--- config.mk ---
export PLATFORM = sky130hd
export DESIGN_NAME = addressing_unit_rs
export DESIGN_NICKNAME = d
export VERILOG_FILES = /design/src/rtl/addr_unit_pkg.sv /design/src/rtl/ret_addr_stack.sv /design/src/rtl/addressing_unit_rs.sv
export SDC_FILE = /design/constraint.sdc
export NUM_CORES = 1
export LEC_CHECK = 0
export CORE_MARGIN = 2
export CORE_UTILIZATION = 35
export CTS_CLUSTER_SIZE = 24
export DETAILED_ROUTE_END_ITERATION = 12
export PLACE_DENSITY = 0.54
export SLEW_MARGIN = 5
export SYNTH_ARGS = -nofsm -noshare
export SYNTH_HDL_FRONTEND = slang
export SYNTH_SLANG_ARGS = --single-unit
--- constraint.sdc ---
create_clock -name clk -period 4.5 [get_ports clk]
set_clock_uncertainty 0.2 [all_clocks]
set_input_delay 0.9 -clock clk [delete_from_list [all_inputs] [get_ports clk]]
set_output_delay 0.9 -clock clk [all_outputs]
set_load 0.01 [all_outputs]
--- src/rtl/addr_unit_pkg.sv ---
// Shared definitions for the addressing unit with return-address stack.
//   - MODE_* : 3-bit addressing-mode encoding driven by the controller.
//   - ext()  : extends an immediate of imm_w bits to 64 bits, sign- or
//              zero-filled. Callers truncate the result to their address width.
package addr_unit_pkg;

    localparam logic [2:0] MODE_PC1    = 3'd0;  // pc + 1
    localparam logic [2:0] MODE_PCI    = 3'd1;  // pc + ext(imm)
    localparam logic [2:0] MODE_I0     = 3'd2;  // zero-extended imm, absolute
    localparam logic [2:0] MODE_R0     = 3'd3;  // register operand
    localparam logic [2:0] MODE_CALLI  = 3'd4;  // pc-relative call
    localparam logic [2:0] MODE_CALLR  = 3'd5;  // register call
    localparam logic [2:0] MODE_RET    = 3'd6;  // return to top of stack
    localparam logic [2:0] MODE_RST_PC = 3'd7;  // soft reset of pc and stack

    // Shift the immediate up to the top of a 64-bit word, then shift it back
    // down arithmetically (sign fill) or logically (zero fill). Using shifts
    // instead of bit indexing keeps this independent of the immediate width.
    function automatic logic [63:0] ext(input logic [63:0] imm,
                                        input int unsigned imm_w,
                                        input logic sgn);
        logic [63:0] top_aligned;
        int unsigned sh;
        sh          = 64 - imm_w;
        top_aligned = imm << sh;
        if (sgn)
            return $unsigned($signed(top_aligned) >>> sh);
        else
            return top_aligned >> sh;
    endfunction

endpackage

--- src/rtl/ret_addr_stack.sv ---
// LIFO return-address stack built from a register array and a count pointer.
//   clk, rst  : clock and synchronous active-high reset (count cleared)
//   clr       : synchronous clear of the count (contents retained)
//   push      : write data_in at the current top; ignored when full
//   pop       : discard the top entry; ignored when empty
//   data_in   : value to push
//   top       : combinational view of the newest entry (undefined when empty)
//   count     : number of valid entries, 0..DEPTH
//   full/empty: count == DEPTH / count == 0
// push and pop are never asserted together by the parent.
module ret_addr_stack #(
    parameter int W     = 16,
    parameter int DEPTH = 8
) (
    input  logic                       clk,
    input  logic                       rst,
    input  logic                       clr,
    input  logic                       push,
    input  logic                       pop,
    input  logic [W-1:0]               data_in,
    output logic [W-1:0]               top,
    output logic [$clog2(DEPTH):0]     count,
    output logic                       full,
    output logic                       empty
);

    localparam int PTR_W = $clog2(DEPTH) + 1;
    localparam int IDX_W = $clog2(DEPTH);
    localparam logic [PTR_W-1:0] DEPTH_C = PTR_W'(DEPTH);

    logic [W-1:0]     mem [DEPTH];
    logic [PTR_W-1:0] count_reg;
    logic [PTR_W-1:0] count_dec;
    logic [IDX_W-1:0] wr_idx;
    logic [IDX_W-1:0] rd_idx;
    logic             do_push;
    logic             do_pop;

    assign full      = (count_reg == DEPTH_C);
    assign empty     = (count_reg == '0);
    assign count     = count_reg;
    assign count_dec = count_reg - PTR_W'(1);
    // DEPTH is a power of two, so the low bits of the count address the slot.
    assign wr_idx    = count_reg[IDX_W-1:0];
    assign rd_idx    = count_dec[IDX_W-1:0];
    assign top       = mem[rd_idx];

    assign do_push = push && !full && !clr;
    assign do_pop  = pop && !empty && !clr;

    // Storage is deliberately not reset; only the count defines validity.
    always_ff @(posedge clk) begin
        if (!rst && do_push)
            mem[wr_idx] <= data_in;
    end

    always_ff @(posedge clk) begin
        if (rst || clr)
            count_reg <= '0;
        else if (do_push)
            count_reg <= count_reg + PTR_W'(1);
        else if (do_pop)
            count_reg <= count_dec;
    end

endmodule

--- src/rtl/addressing_unit_rs.sv ---
// Program/data addressing unit with a hardware return-address stack.
//   clk, rst    : clock and synchronous active-high reset
//   r_side      : register operand
//   i_side      : immediate operand
//   mode        : addressing mode (MODE_* in addr_unit_pkg)
//   pc_en       : commit the current mode on this clock edge
//   err_clr     : clear the sticky error flags
//   address     : combinational address for the current mode and operands
//   pc          : program counter register
//   sp_count    : number of valid return-stack entries
//   stack_full  : sp_count == STACK_DEPTH
//   stack_empty : sp_count == 0
//   err_ovf     : sticky, a CALL was committed while the stack was full
//   err_unf     : sticky, a RET was committed while the stack was empty
module addressing_unit_rs
    import addr_unit_pkg::*;
#(
    parameter int              ADDR_W      = 16,
    parameter int              IMM_W       = 8,
    parameter bit              IMM_SIGNED  = 1'b1,
    parameter int              STACK_DEPTH = 8,
    parameter logic [ADDR_W-1:0] RESET_VEC = '0
) (
    input  logic                          clk,
    input  logic                          rst,
    input  logic [ADDR_W-1:0]             r_side,
    input  logic [IMM_W-1:0]              i_side,
    input  logic [2:0]                    mode,
    input  logic                          pc_en,
    input  logic                          err_clr,
    output logic [ADDR_W-1:0]             address,
    output logic [ADDR_W-1:0]             pc,
    output logic [$clog2(STACK_DEPTH):0]  sp_count,
    output logic                          stack_full,
    output logic                          stack_empty,
    output logic                          err_ovf,
    output logic                          err_unf
);

    logic [ADDR_W-1:0] pc_reg;
    logic [ADDR_W-1:0] pc_plus1;
    logic [ADDR_W-1:0] imm_ext;
    logic [ADDR_W-1:0] imm_zext;
    logic [63:0]       imm_ext_full;
    logic [ADDR_W-1:0] stack_top;
    logic [ADDR_W-1:0] address_next;
    logic              push_req;
    logic              pop_req;
    logic              clr_req;
    logic              ovf_set;
    logic              unf_set;
    logic              err_ovf_reg;
    logic              err_unf_reg;
    logic              full_w;
    logic              empty_w;

    assign imm_ext_full = ext(64'(i_side), IMM_W, IMM_SIGNED);
    assign imm_ext      = imm_ext_full[ADDR_W-1:0];
    assign imm_zext     = ADDR_W'(i_side);
    assign pc_plus1     = pc_reg + ADDR_W'(1);

    // Address mux plus stack control. A CALL on a full stack or a RET on an
    // empty stack presents the current pc, so committing it leaves pc unchanged.
    always_comb begin
        address_next = pc_plus1;
        push_req     = 1'b0;
        pop_req      = 1'b0;
        clr_req      = 1'b0;
        ovf_set      = 1'b0;
        unf_set      = 1'b0;
        case (mode)
            MODE_PC1:   address_next = pc_plus1;
            MODE_PCI:   address_next = pc_reg + imm_ext;
            MODE_I0:    address_next = imm_zext;
            MODE_R0:    address_next = r_side;
            MODE_CALLI, MODE_CALLR: begin
                if (full_w) begin
                    address_next = pc_reg;
                    ovf_set      = pc_en;
                end else begin
                    address_next = (mode == MODE_CALLI) ? pc_reg + imm_ext : r_side;
                    push_req     = pc_en;
                end
            end
            MODE_RET: begin
                if (empty_w) begin
                    address_next = pc_reg;
                    unf_set      = pc_en;
                end else begin
                    address_next = stack_top;
                    pop_req      = pc_en;
                end
            end
            MODE_RST_PC: begin
                address_next = RESET_VEC;
                clr_req      = pc_en;
            end
            default:    address_next = pc_plus1;
        endcase
    end

    ret_addr_stack #(
        .W     (ADDR_W),
        .DEPTH (STACK_DEPTH)
    ) u_stack (
        .clk     (clk),
        .rst     (rst),
        .clr     (clr_req),
        .push    (push_req),
        .pop     (pop_req),
        .data_in (pc_plus1),
        .top     (stack_top),
        .count   (sp_count),
        .full    (full_w),
        .empty   (empty_w)
    );

    always_ff @(posedge clk) begin
        if (rst)
            pc_reg <= RESET_VEC;
        else if (pc_en)
            pc_reg <= address_next;
    end

    // A new error in the same cycle as err_clr keeps the flag set.
    always_ff @(posedge clk) begin
        if (rst) begin
            err_ovf_reg <= 1'b0;
            err_unf_reg <= 1'b0;
        end else begin
            if (ovf_set)
                err_ovf_reg <= 1'b1;
            else if (err_clr)
                err_ovf_reg <= 1'b0;
            if (unf_set)
                err_unf_reg <= 1'b1;
            else if (err_clr)
                err_unf_reg <= 1'b0;
        end
    end

    assign address     = address_next;
    assign pc          = pc_reg;
    assign stack_full  = full_w;
    assign stack_empty = empty_w;
    assign err_ovf     = err_ovf_reg;
    assign err_unf     = err_unf_reg;

endmodule

---- After elaboration in Yosys (flattened, before gate mapping) ----
Memory sizes are Yosys's and may differ from the RTL's.
Cells that the tools add are included.
word-level totals
  flip-flop bits (word level) ............. 22
  output and inout port bits .............. 40
  RAM bits ................................ 128
  input bits .............................. 31
  memories ................................ 1
memories
  memory       words  width  rd ports  clocked after Yosys merged registers in  wr ports  RTL line              source
  u_stack.mem  8      16     1         0                                        1         ret_addr_stack.sv:31  logic [W-1:0] mem [DEPTH];
cells by class
  mux-type cells .......................... 20
  add/subtract/negate cells ............... 4
  reduce and logical (&&, ||, !) cells .... 16
  eq/ne operators ......................... 8
operators with widths
  operator                                             number
  case mux 16 bit (7 select lines)                     1
  two-way mux 16 bit                                   3
  adder 16 x 1 -> 16 bit, second input constant        1
  adder 16 bit                                         1
  two-way mux 1 bit                                    14
  equality test 3 bit, second input constant           4
  two-way mux 4 bit                                    2
  equality test 3 x 2 -> 1 bit, second input constant  2
  nonzero test 2 bit                                   3
  logical AND 1 bit                                    5
  adder 4 x 1 -> 4 bit, second input constant          1
  equality test 4 bit, second input constant           1
  logical NOT 1 bit                                    4
  logical NOT 4 bit                                    1
  subtractor 4 x 1 -> 4 bit, second input constant     1
  equality test 3 x 1 -> 1 bit, second input constant  1
  logical NOT 3 bit                                    1
  OR reduction 2 bit                                   1
  logical OR 1 bit                                     1

---- Longest topological paths before layout ----
Gate-level depths: netlist of run 1.
  word-level depth ........................ 8
  depth in mapped cells ................... 14
  gate-level depth less buffers ........... 10

---- Modules after synthesis ----
Synthesis of run 1 repeated with hierarchy kept, for this count alone.
second synthesis, totals
  cell total of the unflattened synthesis .. 695
  area total of the unflattened synthesis .. 8,436.8 sq um
by module, submodules not included
  module              seq. area each (sq um)  cells each  times used  area an instance (sq um)
  ret_addr_stack      3,923.8                 239         1           5,331.4
  addressing_unit_rs  360.3                   456         1           3,105.5

---- Worst setup path before layout of run 1 ----
OpenSTA, ideal clock, no wires.
  path type ............................... register to output
  start point ............................. register u_stack.count_reg[0], in the netlist u_stack.count[0]
  end point ............................... output port address[7]
  required time ........................... 3,400 ps
  cell stages (with the launch flop) ...... 14
  arrival time ............................ 2,780 ps
  path buffers ............................ 6
  path slack .............................. 620 ps
  cells stage by stage .................... dfxtp_1 -> buf_6 -> buf_4 -> buf_6 -> inv_1 -> ha_1 -> buf_4 -> buf_4 -> clkbuf_1 -> mux4_2 -> mux2i_1 -> a21oi_1 -> a211oi_2 -> nor2_1
on the way
  word-level cells in the longest chain between the ends .. 4
ends and longest elaborated chain
  what                                RTL line                  source
  start: declaration                  ret_addr_stack.sv:32      logic [PTR_W-1:0] count_reg;
  start signal: assignment            ret_addr_stack.sv:61      count_reg <= count_reg + PTR_W'(1);
  start signal: assignment            ret_addr_stack.sv:63      count_reg <= count_dec;
  subtractor 4 x 1 -> 4 bit           ret_addr_stack.sv:42      assign count_dec = count_reg - PTR_W'(1);
  memory (8 x 16 bit)                 --
  two-way mux 16 bit                  addressing_unit_rs.sv:86  if (empty_w) begin
  case mux 16 bit (7 select lines) *  addressing_unit_rs.sv:71  case (mode)
  end: declaration                    addressing_unit_rs.sv:31  output logic [ADDR_W-1:0] address,
Every way passes the cells marked *; elsewhere a longest branch is shown, timed or not.

---- Worst setup path in the final report of run 1 ----
  start point ............................. input port mode[2]
  end point ............................... output port address[15]
on the way
  word-level cells in the longest chain between the ends .. 4
ends and longest elaborated chain
  what                                RTL line                                            source
  start: declaration                  addressing_unit_rs.sv:28                            input logic [2:0] mode,
  equality test 3 bit                 addressing_unit_rs.sv:71, addressing_unit_rs.sv:81
  two-way mux 16 bit                  addressing_unit_rs.sv:81                            address_next = (mode == MODE_CALLI) ? pc_reg + imm_ext : r_side;
  two-way mux 16 bit                  addressing_unit_rs.sv:77                            if (full_w) begin
  case mux 16 bit (7 select lines) *  addressing_unit_rs.sv:71
Marked as above.

==> results of run 1 <==
[per-stage QoR]
stage                     power [mW]  worst slack [ns]    util
after CTS                      3.638           0.01407  0.4675
after global placement         2.251           -0.6491  0.4342
after global routing           3.772          -0.01611  0.4724
final                          3.643           0.08650  0.4724
after floorplan                1.937            0.6203       -
after detailed placement       2.258           -0.6802  0.4342
[cell type report]
class | instances | area, um2 | share of cell area
multi-input cells | 456 | 3760 | 0.3515
flip-flops and latches | 150 | 4285 | 0.4007
repair buffers | 201 | 1667 | 0.1558
well taps | 285 | 356.6 | 0.03334
clock buffers | 18 | 429.2 | 0.04013
clock inverters | 14 | 125.1 | 0.01170
inverters | 18 | 72.57 | 0.006785
[worst max-delay path by stage]
stage                           from     endpoint  slack [ns]
finish                       mode[2]  address[15]        0.09
global route               i_side[1]  address[11]       -0.02
CTS                        i_side[5]  address[12]        0.01
detailed placement         i_side[0]   address[2]       -0.68
global placement           i_side[0]   address[2]       -0.65
floorplan           u_stack.count[0]   address[7]        0.62
[what timing repair did]
| item | in CTS | in global routing |
|---|---|---|
| cloned | 0 | 0 |
| gates resized for setup | 64 | 27 |
| setup buffers | 8 | 1 |
| pin swaps | 16 | 14 |
| setup endpoints to repair | 14 | 10 |
[power breakdown]
| part | switching [mW] | internal (mW) |
|---|---|---|
| sequential | 0.0168 | 1.54 |
| clock | 0.588 | 0.765 |
| combinational | 0.392 | 0.346 |
[synthesized netlist by cell type (11+ instances only)]
master    number  area (um2)
inv_1         16       60.06
mux2i_1       22       220.2
xnor2_1       19       166.4
nand2b_1      16       100.1
nor2_1        61       229.0
clkbuf_1      24       90.09
o21ai_0       44       220.2
dfxtp_1       22       440.4
edfxtp_1     128        3844
a21oi_1       46       230.2
nand3_1       17       85.08
buf_2         11       55.05
a31oi_1       13       81.33
mux4_2        33       743.2
ha_1          18       225.2
nand2_1       35       131.4
[per-layer routing]
metal  global-route usage  part of all wire
met1               0.2804              0.43
met2               0.3483              0.48
met3              0.03111             0.060
met4              0.07864             0.027
met5                    0                 0
[critical path, delay by kind of cell]
family          cells  cell delay (ns)
buf+inv             4             1.25
simple gates        4             0.63
compound gates      3             0.53
[logic make-up (layout without fill, tap and decap cells)]
kind of cell	after synthesis	count (layout)
buffers and inverters	62	251
and+or+nand+nor	179	179
DFF	150	150
xor gates and xnor gates	26	26
muxes	55	55
adders and majority gates	19	19
AOI/OAI and AO/OA	177	177
==> reports/qor.csv, run 1 <==
metric,value,unit
status,finished clean,
Final nets,894,
vias per cell,5.553,
final max-slew violation count,0,
Fill cells,2023,
number of synthesized flops with an enable pin,128,
fin crit share,0.9808,
CTS Buf Count,17,
RSZ-0062 raised after global routing,true,
Total GRT Usage,0.2100,
cell area power density,340.7,mW/mm2
most frequent cells in the layout,"buf_4 (131), edfxtp_1 (128), nor2_1 (59)",
post-synthesis simple-gate area fraction,0.1097,
worst path arrival time,3.31,ns
clock slew at reported path FFs,0.06,ns
Max-slew headroom,0.4635,
mux contribution to synthesized area,0.1193,
Reg2Reg Depth,14,
setup total negative slack,0,ns
Post-CTS Hold Buffers,0,
hold_ws,0.2948,ns
Setup Viol. Count Final,0,
routed len/inst,22.00,um
first-pass GRT wire length,38150,um
share of layout cells above drive strength 1,0.2952,
Inserted Diodes,0,
io pins,71,
Area after DPL,0.009831,mm2
vias,6342,
Setup crit start kind,primary input,
clock latency on the worst-skew pair,0.43,ns
Syn Area/Cell,12.09,um2
syn nets,718,
CTS root buf,clkbuf_16,
Worst R2R End,pc[10],
Die Ht,155.9,um
largest net degree at the start of global routing,33,
"Top FF cell, synth",edfxtp_1,
die width,155.9,um
htree depth,4,
hold_sp,err_unf,
initial antenna violation count,0,
Compound-Gate Fraction of Synth Area,0.1422,
Detailed Place HPWL,18300,um
Synth Instances,668,
Worst Tran Pin Value,0.7990,ns
Post-Synth Adder-Cell Area,0.03037,
Area Overhead vs Synth,32.45,%
Layout Cells excl Fill,1142,
number of flip-flops in the largest register,128,
reg2reg start,pc[0],
Worst Path Max Fanout,26,
Critical Path RT,3.40,ns
clk sinks,150,
Iteration-0 DRC Markers,516,
Die Area,0.02430,mm2
vias in the first global route,6424,
peak supply drop,0.2629,mV
yosys warns,0,
crit path cell chain,"clkdlybuf4s50_1, buf_4, nand2b_1, o21ai_0, and2_1, buf_4, nand2_1, o21ai_0, o22ai_1, nand2_1, dlygate4sd2_1",
Hold Path End,err_unf,
hold depth,2,
IO Port Bufs,70,
Finished Cell Area,0.01070,mm2
first drt pass iteration count,5,
kind of end point of the critical path,output port,
CP Class,primary input to output port,
Initial Utilization,0.3567,
achievable clock frequency,226.6,MHz
leak pwr,3.969,nW
final hold vios,0,
"commonest non-fill, non-tap cell in the layout",buf_4,
asr flop ratio synth,0,
TritonCTS clock tree,yes,
Yosys reg bits,150,
Period minus WS final,4.413,ns
Yosys cell types,63,
mapped cell area,0.008075,mm2
GPL Wtd Cong,0.9367,
core box area,0.02264,mm2
total gr overflow,0,
largest family of logic cells by synthesized area,compound AO/OA/AOI/OAI gates,
Crit-path slowest cell,clkdlybuf4s50_1,
Max Cap Violations,0,
CP max stage delay,0.48,ns
antenna-violating nets left,0,
sequential share of the synthesized area,0.5305,
clock buffer depth,2,
final WL,25120,um
DRC,0,
min-delay worst type,register to register,
Row Count,55,
post-synthesis xor/xnor area fraction,0.03052,
Placed Cells,1101,
flop2flop setup slack,1.39,ns
Power figures use the tool's default switching activity.
==> run 2, diff against run 1 <==
- CORE_UTILIZATION: 35 -> 40
- PLACE_DENSITY: 0.54 -> 0.6
==> run 2 against run 1 <==
  * Sequential share of layout area is essentially flat
  * Setup slack worse by 0.0095 ns
  * Worst hold slack lost 0.035 ns
  * Clock-buffer cell count grew 5
  * Core utilization up 7.1 points
  * Routed wire length is 3.8% lower
  * Non-clock buffer count decreased by 8
  * Largest cell class unchanged
==> reports/qor.csv, run 2 (same netlist as run 1, synthesis figures left out) <==
metric,value,unit,change
achievable clock frequency,226.1,MHz,was 226.6 MHz
total gr overflow,0,,unchanged
die width,146.1,um,was 155.9 um
Period minus WS final,4.423,ns,was 4.413 ns
peak supply drop,0.2675,mV,was 0.2629 mV
antenna-violating nets left,0,,unchanged
final hold vios,0,,unchanged
cell area power density,344.7,mW/mm2,was 340.7 mW/mm2
Die Area,0.02134,mm2,was 0.02430 mm2
DRC,0,,unchanged
kind of end point of the critical path,output port,,unchanged
Post-CTS Hold Buffers,0,,unchanged
routed len/inst,21.68,um,was 22.00 um
min-delay worst type,register to register,,unchanged
final core occ,0.5435,,was 0.4724
clock slew at reported path FFs,0.06,ns,about the same
final WL,24160,um,"was 25,120 um"
Initial Utilization,0.4109,,was 0.3567
Row Count,51,,was 55
most frequent cells in the layout,"edfxtp_1 (128), buf_4 (122), nor2_1 (60)",,"was buf_4 (131), edfxtp_1 (128), nor2_1 (59)"
status,finished clean,,unchanged
Clk pwr share,0.383,,was 0.371
Setup Viol. Count Final,0,,unchanged
io pins,71,,unchanged
IO Port Bufs,70,,unchanged
Total GRT Usage,0.2281,,was 0.2100
Die Ht,146.1,um,was 155.9 um
Setup crit start kind,primary input,,unchanged
RSZ-0062 raised after global routing,false,,was true
Inserted Diodes,0,,unchanged
Max Cap Violations,0,,unchanged
number of flip-flops in the largest register,128,,unchanged
Worst Tran Pin Value,0.8442,ns,was 0.7990 ns
CP max stage delay,0.54,ns,was 0.48 ns
Area Overhead vs Synth,32.29,%,was 32.45%
Sw Share,0.2601,,was 0.2736
vias in the first global route,6466,,"was 6,424"
Gate power share,0.195,,was 0.202
Layout Cells excl Fill,1114,,"was 1,142"
Final nets,886,,was 894
CTS Buf Count,17,,unchanged
share of layout cells above drive strength 1,0.2898,,was 0.2952
Placed Cells,1077,,"was 1,101"
M1 GR Usage,0.2990,,was 0.2804
sequential share of power,0.421,,was 0.426
Iteration-0 DRC Markers,520,,was 516
vias per cell,5.736,,was 5.553
Crit-path slowest cell,clkdlybuf4s50_1,,unchanged
fin crit share,0.9829,,was 0.9808
Fill cells,1676,,"was 2,023"
htree depth,4,,unchanged
switching pwr,957.7,uW,was 996.8 uW
clk sinks,150,,unchanged
core box area,0.01965,mm2,was 0.02264 mm2
initial antenna violation count,0,,unchanged
Worst Path Max Fanout,5,,was 26
P_int,2.725,mW,was 2.647 mW
crit path cell chain,"clkdlybuf4s50_1, ha_4, nor2b_4, o31ai_4, buf_6, a211oi_2, or3_1, a31oi_1, nor2_1, dlygate4sd2_1",,"was clkdlybuf4s50_1, buf_4, nand2b_1, o21ai_0, and2_1, buf_4, nand2_1, o21ai_0, o22ai_1, nand2_1, dlygate4sd2_1"
clock buffer depth,2,,unchanged
leak pwr,3.996,nW,was 3.969 nW
GPL Wtd Cong,0.9326,,was 0.9367
met2 Usage GRT,0.3752,,was 0.3483
vias,6390,,"was 6,342"
final max-slew violation count,0,,unchanged
storage element area,0.004285,mm2,unchanged
Max-slew headroom,0.4331,,was 0.4635
multi-input logic area,0.003772,mm2,was 0.003760 mm2
CTS root buf,clkbuf_16,,unchanged
"commonest non-fill, non-tap cell in the layout",edfxtp_1,,was buf_4
clock latency on the worst-skew pair,0.42,ns,was 0.43 ns
CP Buf/Inv Count,3,,was 4
Detailed Place HPWL,17740,um,"was 18,300 um"
grt peak-use layer,met2,,unchanged
Critical Path RT,3.40,ns,about the same
first-pass GRT wire length,37290,um,"was 38,150 um"
worst path arrival time,3.32,ns,was 3.31 ns
critical path's top delay family,buffers and inverters,,unchanged
TritonCTS clock tree,yes,,unchanged
largest net degree at the start of global routing,33,,unchanged
first drt pass iteration count,5,,unchanged
CP Class,primary input to output port,,unchanged
grt met3 use,0.04031,,was 0.03111
==> run 2: changes by cell type in the layout (fill, tap and decap cells not counted), moves of 2 or more <==
| cell | delta |
|---|---|
| clkbuf_8 | +6 |
| a31oi_2 | -2 |
| inv_6 | -2 |
| buf_2 | -2 |
| nor2_2 | -2 |
| a21oi_1 | +2 |
| buf_4 | -9 |
| o21ai_1 | -2 |
| dlymetal6s2s_1 | +2 |
| a211oi_2 | +2 |
| a211oi_1 | -2 |
| clkinv_1 | -3 |
| a31oi_1 | +2 |
==> run 2: stage by stage <==
step                      power (mW)  setup WS [ns]  TNS [ns]  hold WS [ns]  cell area (um2)
final                          3.683        0.07704         0        0.2601            10680
after detailed placement       2.248        -0.5306    -4.474        0.2488             9776
after floorplan                1.937         0.6203         0        0.2762             8075
after global routing           3.815      0.0005500         0        0.2865            10680
after CTS                      3.679       0.004701         0        0.2572            10520
after global placement         2.240        -0.5184    -4.450        0.2423             9776
==> run 2: power groups by stage <==
stage	combinational (mW)	sequential (mW)	clock, mW
after floorplan	0.349	1.59	0
after global placement	0.661	1.58	0
after detailed placement	0.668	1.58	0
after CTS	0.691	1.55	1.44
after global routing	0.772	1.55	1.49
final	0.720	1.55	1.41
==> run 2: area by class of cell <==
type,count,share of cell area
Clock inverter,9,0.008433
Timing Repair Buffer,193,0.1519
Inverter,18,0.006793
Multi-Input combinational cell,456,0.3531
Clock buffer,23,0.04755
Sequential cell,150,0.4011
Tap cell,265,0.03104
==> run 2: layer usage <==
layer	vias up	wire length [um]
li1	2919	-
met4	0	673
met1	3136	10290
met5	-	0
met3	39	1396
met2	296	11790
==> run 2: worst register-to-register path: cells and delay by family (launching register included) <==
family	cells	cell delay (ns)
buf+inv	3	0.54
fa+ha+maj	1	0.50
compound gates	5	0.78
mux	2	0.57
flops	1	0.34
==> run 2: repair_timing <==
| action | in CTS | in global routing |
|---|---|---|
| endpoints found under the setup margin | 13 | 12 |
| pin swaps | 17 | 15 |
| buffers inserted | 3 | 2 |
| resized for setup | 52 | 30 |
==> run 2: worst paths after layout <==
check,from,end,slack [ns],cells after the start
max reg2reg,u_stack.count[1],pc[10],1.43,11
min reg2reg,err_unf,err_unf,0.26,2
min,err_unf,err_unf,0.26,2
max,i_side[2],address[10],0.08,10
==> run 3, diff against run 2 <==
- clock period: 4.5 -> 4.15 ns (I/O delays scaled with it)
==> run 3 against run 2 <==
  * Sequential power up 8%
  * Routed wire length increased by 1.3%
  * Die area did not move
  * Sequential share of layout area down 0.43 points
  * Final cell count rose by 0.63%
  * Flip-flop and latch count stayed put
  * Critical endpoint is now address[14]
==> reports/qor.csv, run 3 (same netlist as run 1, synthesis figures left out) <==
metric,value,unit,change
achievable clock frequency,245.7,MHz,
Die Ht,146.1,um,unchanged
Worst Tran Pin Value,0.8278,ns,was 0.8442 ns
Max Cap Violations,0,,unchanged
Row Count,51,,unchanged
Max-slew headroom,0.4442,,was 0.4331
Inserted Diodes,0,,unchanged
CP Class,primary input to output port,,unchanged
vias,6338,,"was 6,390"
CTS root buf,clkbuf_16,,unchanged
Setup crit start kind,primary input,,unchanged
leak pwr,4.002,nW,was 3.996 nW
RSZ-0062 raised after global routing,true,,was false
fin crit share,0.9808,,
routed len/inst,21.83,um,was 21.68 um
share of layout cells above drive strength 1,0.3213,,was 0.2898
min-delay worst type,register to register,,unchanged
Final nets,893,,was 886
cell area power density,370.0,mW/mm2,was 344.7 mW/mm2
clock buffer depth,2,,unchanged
crit path cell chain,"buf_2, buf_4, ha_1, buf_4, nand2_1, nor2_1, a221oi_2, and3b_2, o21ai_2, a311oi_2, nor2_1, buf_2",,"was clkdlybuf4s50_1, ha_4, nor2b_4, o31ai_4, buf_6, a211oi_2, or3_1, a31oi_1, nor2_1, dlygate4sd2_1"
first drt pass iteration count,5,,unchanged
Initial Utilization,0.4109,,unchanged
Design Power,3.996,mW,was 3.683 mW
vias in the first global route,6353,,"was 6,466"
number of flip-flops in the largest register,128,,unchanged
clock latency on the worst-skew pair,0.42,ns,about the same
most frequent cells in the layout,"edfxtp_1 (128), buf_4 (123), nor2_1 (58)",,"was edfxtp_1 (128), buf_4 (122), nor2_1 (60)"
worst path arrival time,3.04,ns,was 3.32 ns
Total GRT Usage,0.2263,,was 0.2281
Worst Path Max Fanout,5,,unchanged
kind of end point of the critical path,output port,,unchanged
Setup Viol. Count Final,0,,unchanged
io pins,71,,unchanged
vias per cell,5.654,,was 5.736
final max-slew violation count,0,,unchanged
IO Port Bufs,70,,unchanged
Critical Path RT,3.12,ns,was 3.40 ns
antenna-violating nets left,0,,unchanged
Detailed Place HPWL,17370,um,"was 17,740 um"
clock slew at reported path FFs,0.07,ns,was 0.06 ns
die width,146.1,um,unchanged
Iteration-0 DRC Markers,469,,was 520
final WL,24480,um,"was 24,160 um"
status,finished clean,,unchanged
DRC,0,,unchanged
Area Overhead vs Synth,33.76,%,was 32.29%
clk sinks,150,,unchanged
final hold vios,0,,unchanged
GPL Wtd Cong,1.008,,was 0.9326
first-pass GRT wire length,37020,um,"was 37,290 um"
peak supply drop,0.2822,mV,was 0.2675 mV
CTS Buf Count,17,,unchanged
TritonCTS clock tree,yes,,unchanged
htree depth,4,,unchanged
Crit-path slowest cell,a221oi_2,,was clkdlybuf4s50_1
Die Area,0.02134,mm2,unchanged
CP max stage delay,0.35,ns,was 0.54 ns
"commonest non-fill, non-tap cell in the layout",edfxtp_1,,unchanged
total gr overflow,0,,unchanged
core box area,0.01965,mm2,unchanged
initial antenna violation count,0,,unchanged
Finished Cell Area,0.01080,mm2,was 0.01068 mm2
Period minus WS final,4.070,ns,
Area after DPL,0.009836,mm2,was 0.009776 mm2
largest net degree at the start of global routing,39,,was 33
-- run 3: stage by stage --
| stage | cells | worst slack (ns) | hold slack [ns] | util | setup TNS (ns) |
|---|---|---|---|---|---|
| global placement | 1080 | -0.7085 | 0.2435 | 0.5004 | -7.707 |
| finish | 1121 | 0.07976 | 0.2848 | 0.5496 | 0 |
| detailed placement | 1080 | -0.7690 | 0.2586 | 0.5004 | -7.941 |
| global route | 1121 | -0.01993 | 0.2971 | 0.5496 | -0.01993 |
| CTS | 1117 | 0.001280 | 0.2663 | 0.5441 | 0 |
| floorplan | 668 | 0.2729 | 0.2762 | - | 0 |
-- run 3: path summary, 6_finish.rpt --
| check | startpoint | slack (ns) | endpoint | cells after the start |
|---|---|---|---|---|
| max | i_side[7] | 0.08 | address[14] | 12 |
| min | err_unf | 0.28 | err_unf | 2 |
| max reg2reg | pc[1] | 1.16 | pc[9] | 14 |
| min reg2reg | err_unf | 0.28 | err_unf | 2 |
-- run 3: final cells by class --
type,count,area (um2)
Clock buffer,17,425.4
Clock inverter,15,158.9
Fill cell,1700,8852
Inverter,18,72.57
Multi-Input combinational cell,457,3847
Sequential cell,150,4287
Tap cell,265,331.6
Timing Repair Buffer,199,1679
-- run 3: timing repair --
action	4_1_cts	5_1_grt
gates resized for setup	102	33
hold buffers	0	0
buffers inserted	5	3
pin swaps	27	17
setup endpoints to repair	15	12
gates cloned	0	1
-- run 3: power breakdown --
part | internal [mW] | switching, mW | leakage [nW]
registers | 1.66 | 0.0186 | 1.35
clock network | 0.851 | 0.656 | 0.284
logic | 0.376 | 0.430 | 2.37
-- run 3: layer usage --
layer | part of all wire | routed length (um) | vias to the layer above | global-route usage
met5 | 0 | 0 | - | 0
met4 | 0.025 | 605 | 0 | 0.07767
met3 | 0.052 | 1281 | 34 | 0.03406
met2 | 0.50 | 12200 | 223 | 0.3814
met1 | 0.42 | 10390 | 3144 | 0.3009
li1 | - | - | 2937 | -
-- run 3: worst max-delay path, delay by kind of cell --
family | cells | cell delay [ns]
buffers and inverters | 4 | 0.62
AOI/OAI and AO/OA | 3 | 0.73
and+or+nand+nor | 4 | 0.51
adders and majority gates | 1 | 0.34
